==> src/rtl/multicycle_control_unit.sv <==
// Multicycle RISC-V control FSM: FETCH/DECODE/EXEC/MEM/WB with a retired-instruction counter.
// Optional MC_CTRL_ILLEGAL_TRAP_EN: illegal opcodes enter a sticky TRAP state and raise illegal_o.
module multicycle_control_unit #(
  parameter int OPCODE_W = 7,
  parameter int CNT_W    = 32,
  parameter int ALU_OP_W = 2
) (
  input  logic                clk,
  input  logic                arst_n,
  input  logic [OPCODE_W-1:0] opcode,
  input  logic                mem_ready,
  output logic [2:0]          state_o,
  output logic                mem_req,
  output logic                mem_read,
  output logic                mem_write,
  output logic                i_or_d,
  output logic                ir_write,
  output logic                pc_write,
  output logic                pc_write_cond,
  output logic                pc_src,
  output logic [1:0]          alu_src_a,
  output logic [1:0]          alu_src_b,
  output logic [ALU_OP_W-1:0] alu_op,
  output logic                reg_write,
  output logic                mem_2_reg,
  output logic                jump,
  output logic [CNT_W-1:0]    retire_cnt
`ifdef MC_CTRL_ILLEGAL_TRAP_EN
  ,
  output logic                illegal_o
`endif
);

  localparam logic [2:0] S_FETCH  = 3'd0;
  localparam logic [2:0] S_DECODE = 3'd1;
  localparam logic [2:0] S_EXEC   = 3'd2;
  localparam logic [2:0] S_MEM    = 3'd3;
  localparam logic [2:0] S_WB     = 3'd4;
`ifdef MC_CTRL_ILLEGAL_TRAP_EN
  localparam logic [2:0] S_TRAP   = 3'd5;
`endif

  localparam logic [OPCODE_W-1:0] OP_R      = OPCODE_W'(7'b0110011);
  localparam logic [OPCODE_W-1:0] OP_I      = OPCODE_W'(7'b0010011);
  localparam logic [OPCODE_W-1:0] OP_LOAD   = OPCODE_W'(7'b0000011);
  localparam logic [OPCODE_W-1:0] OP_STORE  = OPCODE_W'(7'b0100011);
  localparam logic [OPCODE_W-1:0] OP_BRANCH = OPCODE_W'(7'b1100011);
  localparam logic [OPCODE_W-1:0] OP_JAL    = OPCODE_W'(7'b1101111);

  localparam logic [ALU_OP_W-1:0] ALU_ADD = ALU_OP_W'(2'b00);
  localparam logic [ALU_OP_W-1:0] ALU_SUB = ALU_OP_W'(2'b01);
  localparam logic [ALU_OP_W-1:0] ALU_R   = ALU_OP_W'(2'b10);

  logic [2:0]          state, next_state;
  logic [OPCODE_W-1:0] opcode_q;
  logic                retire;
  logic                is_load;
  logic                legal;

  assign is_load = (opcode_q == OP_LOAD);
  assign legal   = opcode inside {OP_R, OP_I, OP_LOAD, OP_STORE, OP_BRANCH, OP_JAL};
  assign state_o = state;
`ifdef MC_CTRL_ILLEGAL_TRAP_EN
  assign illegal_o = (state == S_TRAP);
`endif

  always_ff @(posedge clk or negedge arst_n) begin
    if (!arst_n) begin
      state      <= S_FETCH;
      opcode_q   <= '0;
      retire_cnt <= '0;
    end else begin
      state <= next_state;
      if (state == S_DECODE) opcode_q <= opcode;
      if (retire) retire_cnt <= retire_cnt + CNT_W'(1);
    end
  end

  // ir_write/pc_write are gated by arst_n so reset shows FETCH outputs as if memory were not ready.
  always_comb begin
    next_state    = state;
    retire        = 1'b0;
    mem_req       = 1'b0;
    mem_read      = 1'b0;
    mem_write     = 1'b0;
    i_or_d        = 1'b0;
    ir_write      = 1'b0;
    pc_write      = 1'b0;
    pc_write_cond = 1'b0;
    pc_src        = 1'b0;
    alu_src_a     = 2'b00;
    alu_src_b     = 2'b00;
    alu_op        = ALU_ADD;
    reg_write     = 1'b0;
    mem_2_reg     = 1'b0;
    jump          = 1'b0;
    case (state)
      S_FETCH: begin
        mem_req   = 1'b1;
        mem_read  = 1'b1;
        alu_src_b = 2'b01;
        ir_write  = mem_ready & arst_n;
        pc_write  = mem_ready & arst_n;
        if (mem_ready) next_state = S_DECODE;
      end
      S_DECODE: begin
        alu_src_a = 2'b10;
        alu_src_b = 2'b10;
`ifdef MC_CTRL_ILLEGAL_TRAP_EN
        next_state = legal ? S_EXEC : S_TRAP;
`else
        next_state = legal ? S_EXEC : S_FETCH;
`endif
      end
      S_EXEC: begin
        next_state = S_FETCH;
        case (opcode_q)
          OP_R: begin
            alu_src_a  = 2'b01;
            alu_op     = ALU_R;
            next_state = S_WB;
          end
          OP_I: begin
            alu_src_a  = 2'b01;
            alu_src_b  = 2'b10;
            alu_op     = ALU_R;
            next_state = S_WB;
          end
          OP_LOAD, OP_STORE: begin
            alu_src_a  = 2'b01;
            alu_src_b  = 2'b10;
            next_state = S_MEM;
          end
          OP_BRANCH: begin
            alu_src_a     = 2'b01;
            alu_op        = ALU_SUB;
            pc_write_cond = 1'b1;
            pc_src        = 1'b1;
            retire        = 1'b1;
          end
          OP_JAL: begin
            pc_write = 1'b1;
            pc_src   = 1'b1;
            jump     = 1'b1;
            retire   = 1'b1;
          end
          default: next_state = S_FETCH;
        endcase
      end
      S_MEM: begin
        mem_req   = 1'b1;
        i_or_d    = 1'b1;
        mem_read  = is_load;
        mem_write = !is_load;
        if (mem_ready) begin
          if (is_load) begin
            next_state = S_WB;
          end else begin
            next_state = S_FETCH;
            retire     = 1'b1;
          end
        end
      end
      S_WB: begin
        reg_write  = 1'b1;
        mem_2_reg  = is_load;
        next_state = S_FETCH;
        retire     = 1'b1;
      end
`ifdef MC_CTRL_ILLEGAL_TRAP_EN
      S_TRAP: next_state = S_TRAP;
`endif
      default: next_state = S_FETCH;
    endcase
  end

endmodule

==> config.mk <==
export PLATFORM = sky130hd
export DESIGN_NAME = multicycle_control_unit
export DESIGN_NICKNAME = d
export VERILOG_FILES = /design/src/rtl/multicycle_control_unit.sv
export SDC_FILE = /design/constraint.sdc
export NUM_CORES = 1
export LEC_CHECK = 0
export CORE_ASPECT_RATIO = 0.6
export CORE_MARGIN = 4
export CORE_UTILIZATION = 40
export CTS_CLUSTER_DIAMETER = 40
export DETAILED_ROUTE_END_ITERATION = 7
export PLACE_DENSITY = 0.69
export SETUP_SLACK_MARGIN = 0.5
export SLEW_MARGIN = 20
export SYNTH_ARGS = -nofsm -noshare
export SYNTH_HDL_FRONTEND = slang
export SYNTH_SLANG_ARGS = --single-unit
==> constraint.sdc <==
create_clock -name clk -period 4.9 [get_ports clk]
set_input_delay 1.225 -clock clk [delete_from_list [all_inputs] [get_ports clk]]
set_output_delay 1.225 -clock clk [all_outputs]
set_load 0.02 [all_outputs]
==> results.sh <==
export IMPL_outcome="finished clean"
export IMPL_dp_hpwl_mm=3.61
export IMPL_peakVddDrop_mv=0.0918
export IMPL_viasPerCell=5.12
export IMPL_cts_hold_buf=0
export IMPL_grt_pass1_wl_mm=8.29
export IMPL_relSlewSlack_pct=38.0
export IMPL_placed_area_mm2=0.00279
export IMPL_cpMostUsedCell="clkdlybuf4s50_1"
export IMPL_yosys_warnings=0
export IMPL_vias=1654
export IMPL_period_share_pct=81.4
export IMPL_fin_skew_ns=0.00448
export IMPL_io_buffer_count=61
export IMPL_design_area_mm2=0.00287
export IMPL_wl_met3_um=322
export IMPL_critPathMaxFanout=6
export IMPL_postSynthAreaPerCell_um2=11.0
export IMPL_synth_xor_xnor_area_share_pct=12.7
export IMPL_synth_top_family_by_area="simple AND/OR/NAND/NOR gates"
export IMPL_worstMarginPinSlew_ns=0.930
export IMPL_start_kind="primary input"
export IMPL_wl_met2_mm=1.97
export IMPL_antenna_found_initial=0
export IMPL_cp_top_family="buffers and inverters"
export IMPL_crit_path_end_kind="output pin"
export IMPL_htreeDepth=2
export IMPL_wl_per_cell_um=15.0
export IMPL_drtIter0Drc=76
export IMPL_synth_seq_cells=42
export IMPL_root_buffer="clkbuf_8"
export IMPL_drive_gt1_share_pct=11.7
export IMPL_num_antenna_cells=0
export IMPL_wl_met1_mm=2.54
export IMPL_top_layer="met4"
export IMPL_fin_setup_tns_ns=0
export IMPL_worst_path_buf_inv=2
export IMPL_overflow=0
export IMPL_ys_types=35
export IMPL_grt_max_degree=43
export IMPL_ioPinCount=62
export IMPL_cp_depth=4
export IMPL_tritoncts="yes"
export IMPL_drt_first_pass_iters=4
export IMPL_cts_resized=0
export IMPL_layout_min_cycle_time_ns=3.99
export IMPL_p_leak_nw=1.21
export IMPL_hold_class="reg -> reg"
export IMPL_ant_nets=0
export IMPL_drv_slew=0
export IMPL_seq_area_frac_synth_pct=49.3
export IMPL_fillers=465
export IMPL_cts_setup_buffers=0
export IMPL_synthesis_nets=204
export IMPL_grt_pass1_vias=1630
export IMPL_slowest_delay_ns=0.54
export IMPL_clock_latency_ns=0.29
export IMPL_ctsLongestPathBuffers=2
export IMPL_gp_congestion=0.862
export IMPL_core_area_mm2=0.00510
export IMPL_route_detailed_drc=0
export IMPL_cp_required_ns=3.67
export IMPL_rows=20
export IMPL_synth_fa_ha_area_share_pct=0.587
export IMPL_power_density_mw_per_mm2=240
export IMPL_start_util_pct=41.8
export IMPL_fp_dieW_um=102
export IMPL_crit_arrival_ns=2.76
export IMPL_path_cells="clkdlybuf4s50_1, and3_1, or2_2, clkdlybuf4s50_1"
export IMPL_syn_inst=193
export IMPL_clkTransAtPathRegs_ns=0.08
export IMPL_finalNetCount=268
export IMPL_grtUsageTotal_pct=16.1
export IMPL_min_path_cells=1
export IMPL_mappedNetlistArea_mm2=0.00213
export IMPL_holdWs_ns=0.479
export IMPL_critPathKind="in -> out"
export IMPL_die_area_mm2=0.00660
export IMPL_cp_slowest_cell="clkdlybuf4s50_1"
export IMPL_muxShareOfSynthArea_pct=4.23
export IMPL_hold_violations=0
export IMPL_numClockSinks=42
export IMPL_die_y_um=64.6
export IMPL_rsz0062_at_grt="false"
export IMPL_cts_made_buffers=5
export IMPL_fmax_mhz=251
export IMPL_wirelength_mm=4.85
export IMPL_area_growth_syn_to_layout_pct=34.4
export IMPL_reg2reg_depth=5
export IMPL_synth_compound_area_share_pct=5.28
export IMPL_cap_violations=0
export IMPL_finalSetupViolCount=0
export IMPL_synth_simple_area_share_pct=24.0
placed cells by master (no fill, tap or decap), drive strengths merged:
| master | instances |
|---|---|
| and4bb | 1 |
| nor3 | 3 |
| clkinv | 2 |
| a31oi | 1 |
| nand4 | 18 |
| or2 | 1 |
| nand3b | 1 |
| and2 | 6 |
| and4 | 5 |
| a41o | 1 |
| a41oi | 2 |
| nor4 | 1 |
| nor3b | 1 |
| xnor2 | 29 |
| a21o | 1 |
| nand3 | 14 |
| ha | 1 |
| dfrtp | 42 |
| mux2 | 8 |
| o32ai | 1 |
| clkbuf | 5 |
| nand2b | 2 |
| and3b | 1 |
| buf | 2 |
| and3 | 6 |
| a21oi | 3 |
| inv | 11 |
| xor2 | 2 |
| o21ai | 3 |
| or3 | 1 |
| nor2 | 7 |
| nand2 | 13 |
| a211o | 2 |
| clkdlybuf4s50 | 60 |
Yosys cell counts:
cell type  count  area, um^2
nor3b_2        1        12.5
buf_6          2        22.5
nor4_1         1        6.26
and3b_1        1        8.76
a21o_1         1        7.51
a41oi_2        2        32.5
xor2_1         2        17.5
and2_1         6        37.5
or2_2          1        6.26
or3_1          1        6.26
and4_1         5        43.8
nand3_2        5        50.1
mux2_2         8        90.1
nor2_1         7        26.3
clkbuf_1       1        3.75
nand2b_1       2        12.5
buf_4          2        15.0
nand3_1        9        45.0
nand4_1       18         113
a41o_1         1        10.0
and4bb_2       1        12.5
nand3b_4       1        20.0
a211o_1        2        17.5
nor3_1         1        5.00
ha_1           1        12.5
a21oi_1        3        15.0
xnor2_1       29         254
o21ai_0        3        15.0
o32ai_1        1        8.76
inv_1         11        41.3
nor3_2         2        20.0
nand2_1       13        48.8
and3_1         6        37.5
a31oi_1        1        6.26
dfrtp_1       42        1050
power by group:
part / switching [W] / internal, W / leakage [nW] / total [W]
clock network: 0.000115 / 0.0000957 / 0.0438 / 0.000210
registers: 0.0000198 / 0.000361 / 0.559 / 0.000381
logic: 0.0000508 / 0.0000465 / 0.608 / 0.0000973
cell families (layout without fill, tap and decap cells):
family	count (synthesis)	in the layout
muxes	8	8
DFF	42	42
buffers and inverters	16	80
and+or+nand+nor	81	81
AOI/OAI and AO/OA	14	14
xor gates and xnor gates	31	31
adders and majority gates	1	1
state kept, by name (all words and copies together), names as in the netlist:
name        flops
opcode_q        7
retire_cnt     32
state_o         3
through the flow:
| stage | setup slack [ns] | instances | util (%) | total power (W) |
|---|---|---|---|---|
| final | 0.914 | 323 | 56.1 | 0.000689 |
| after global routing | 0.861 | 323 | 56.1 | 0.000726 |
| after CTS | 0.911 | 323 | 56.1 | 0.000696 |
| after detailed placement | 0.919 | 316 | 54.6 | 0.000486 |
| after global placement | 0.939 | 316 | 54.6 | 0.000486 |
| after floorplan | 1.87 | 193 | - | 0.000436 |
routing by layer:
metal,global-route usage (%),vias to the layer above
met2,21.7,53
met5,0,-
met4,4.26,0
met3,4.19,3
li1,-,811
met1,25.2,787
final cells by class:
class,count,area [um^2],area share (%)
clock buffer,5,68.8,2.40
clock inverter,2,10.0,0.349
inverter,11,41.3,1.44
multi-input combinational,135,998,34.8
sequential,42,1050,36.7
tap,66,82.6,2.88
timing repair buffer,62,613,21.4
final timing paths:
path,start,to,slack [ns]
worst min-delay path,retire_cnt[31]$_DFFE_PN0P_,retire_cnt[31]$_DFFE_PN0P_,0.48
worst min register to register,retire_cnt[31]$_DFFE_PN0P_,retire_cnt[31]$_DFFE_PN0P_,0.48
worst max register to register,state_o[1]$_DFFE_PN0P_,retire_cnt[27]$_DFFE_PN0P_,2.45
min in group asynchronous,arst_n,retire_cnt[9]$_DFFE_PN0P_,1.02
max in group asynchronous,arst_n,retire_cnt[15]$_DFFE_PN0P_,3.51
worst max-delay path,mem_ready,pc_write,0.91
(Power assumes the default switching activity.)
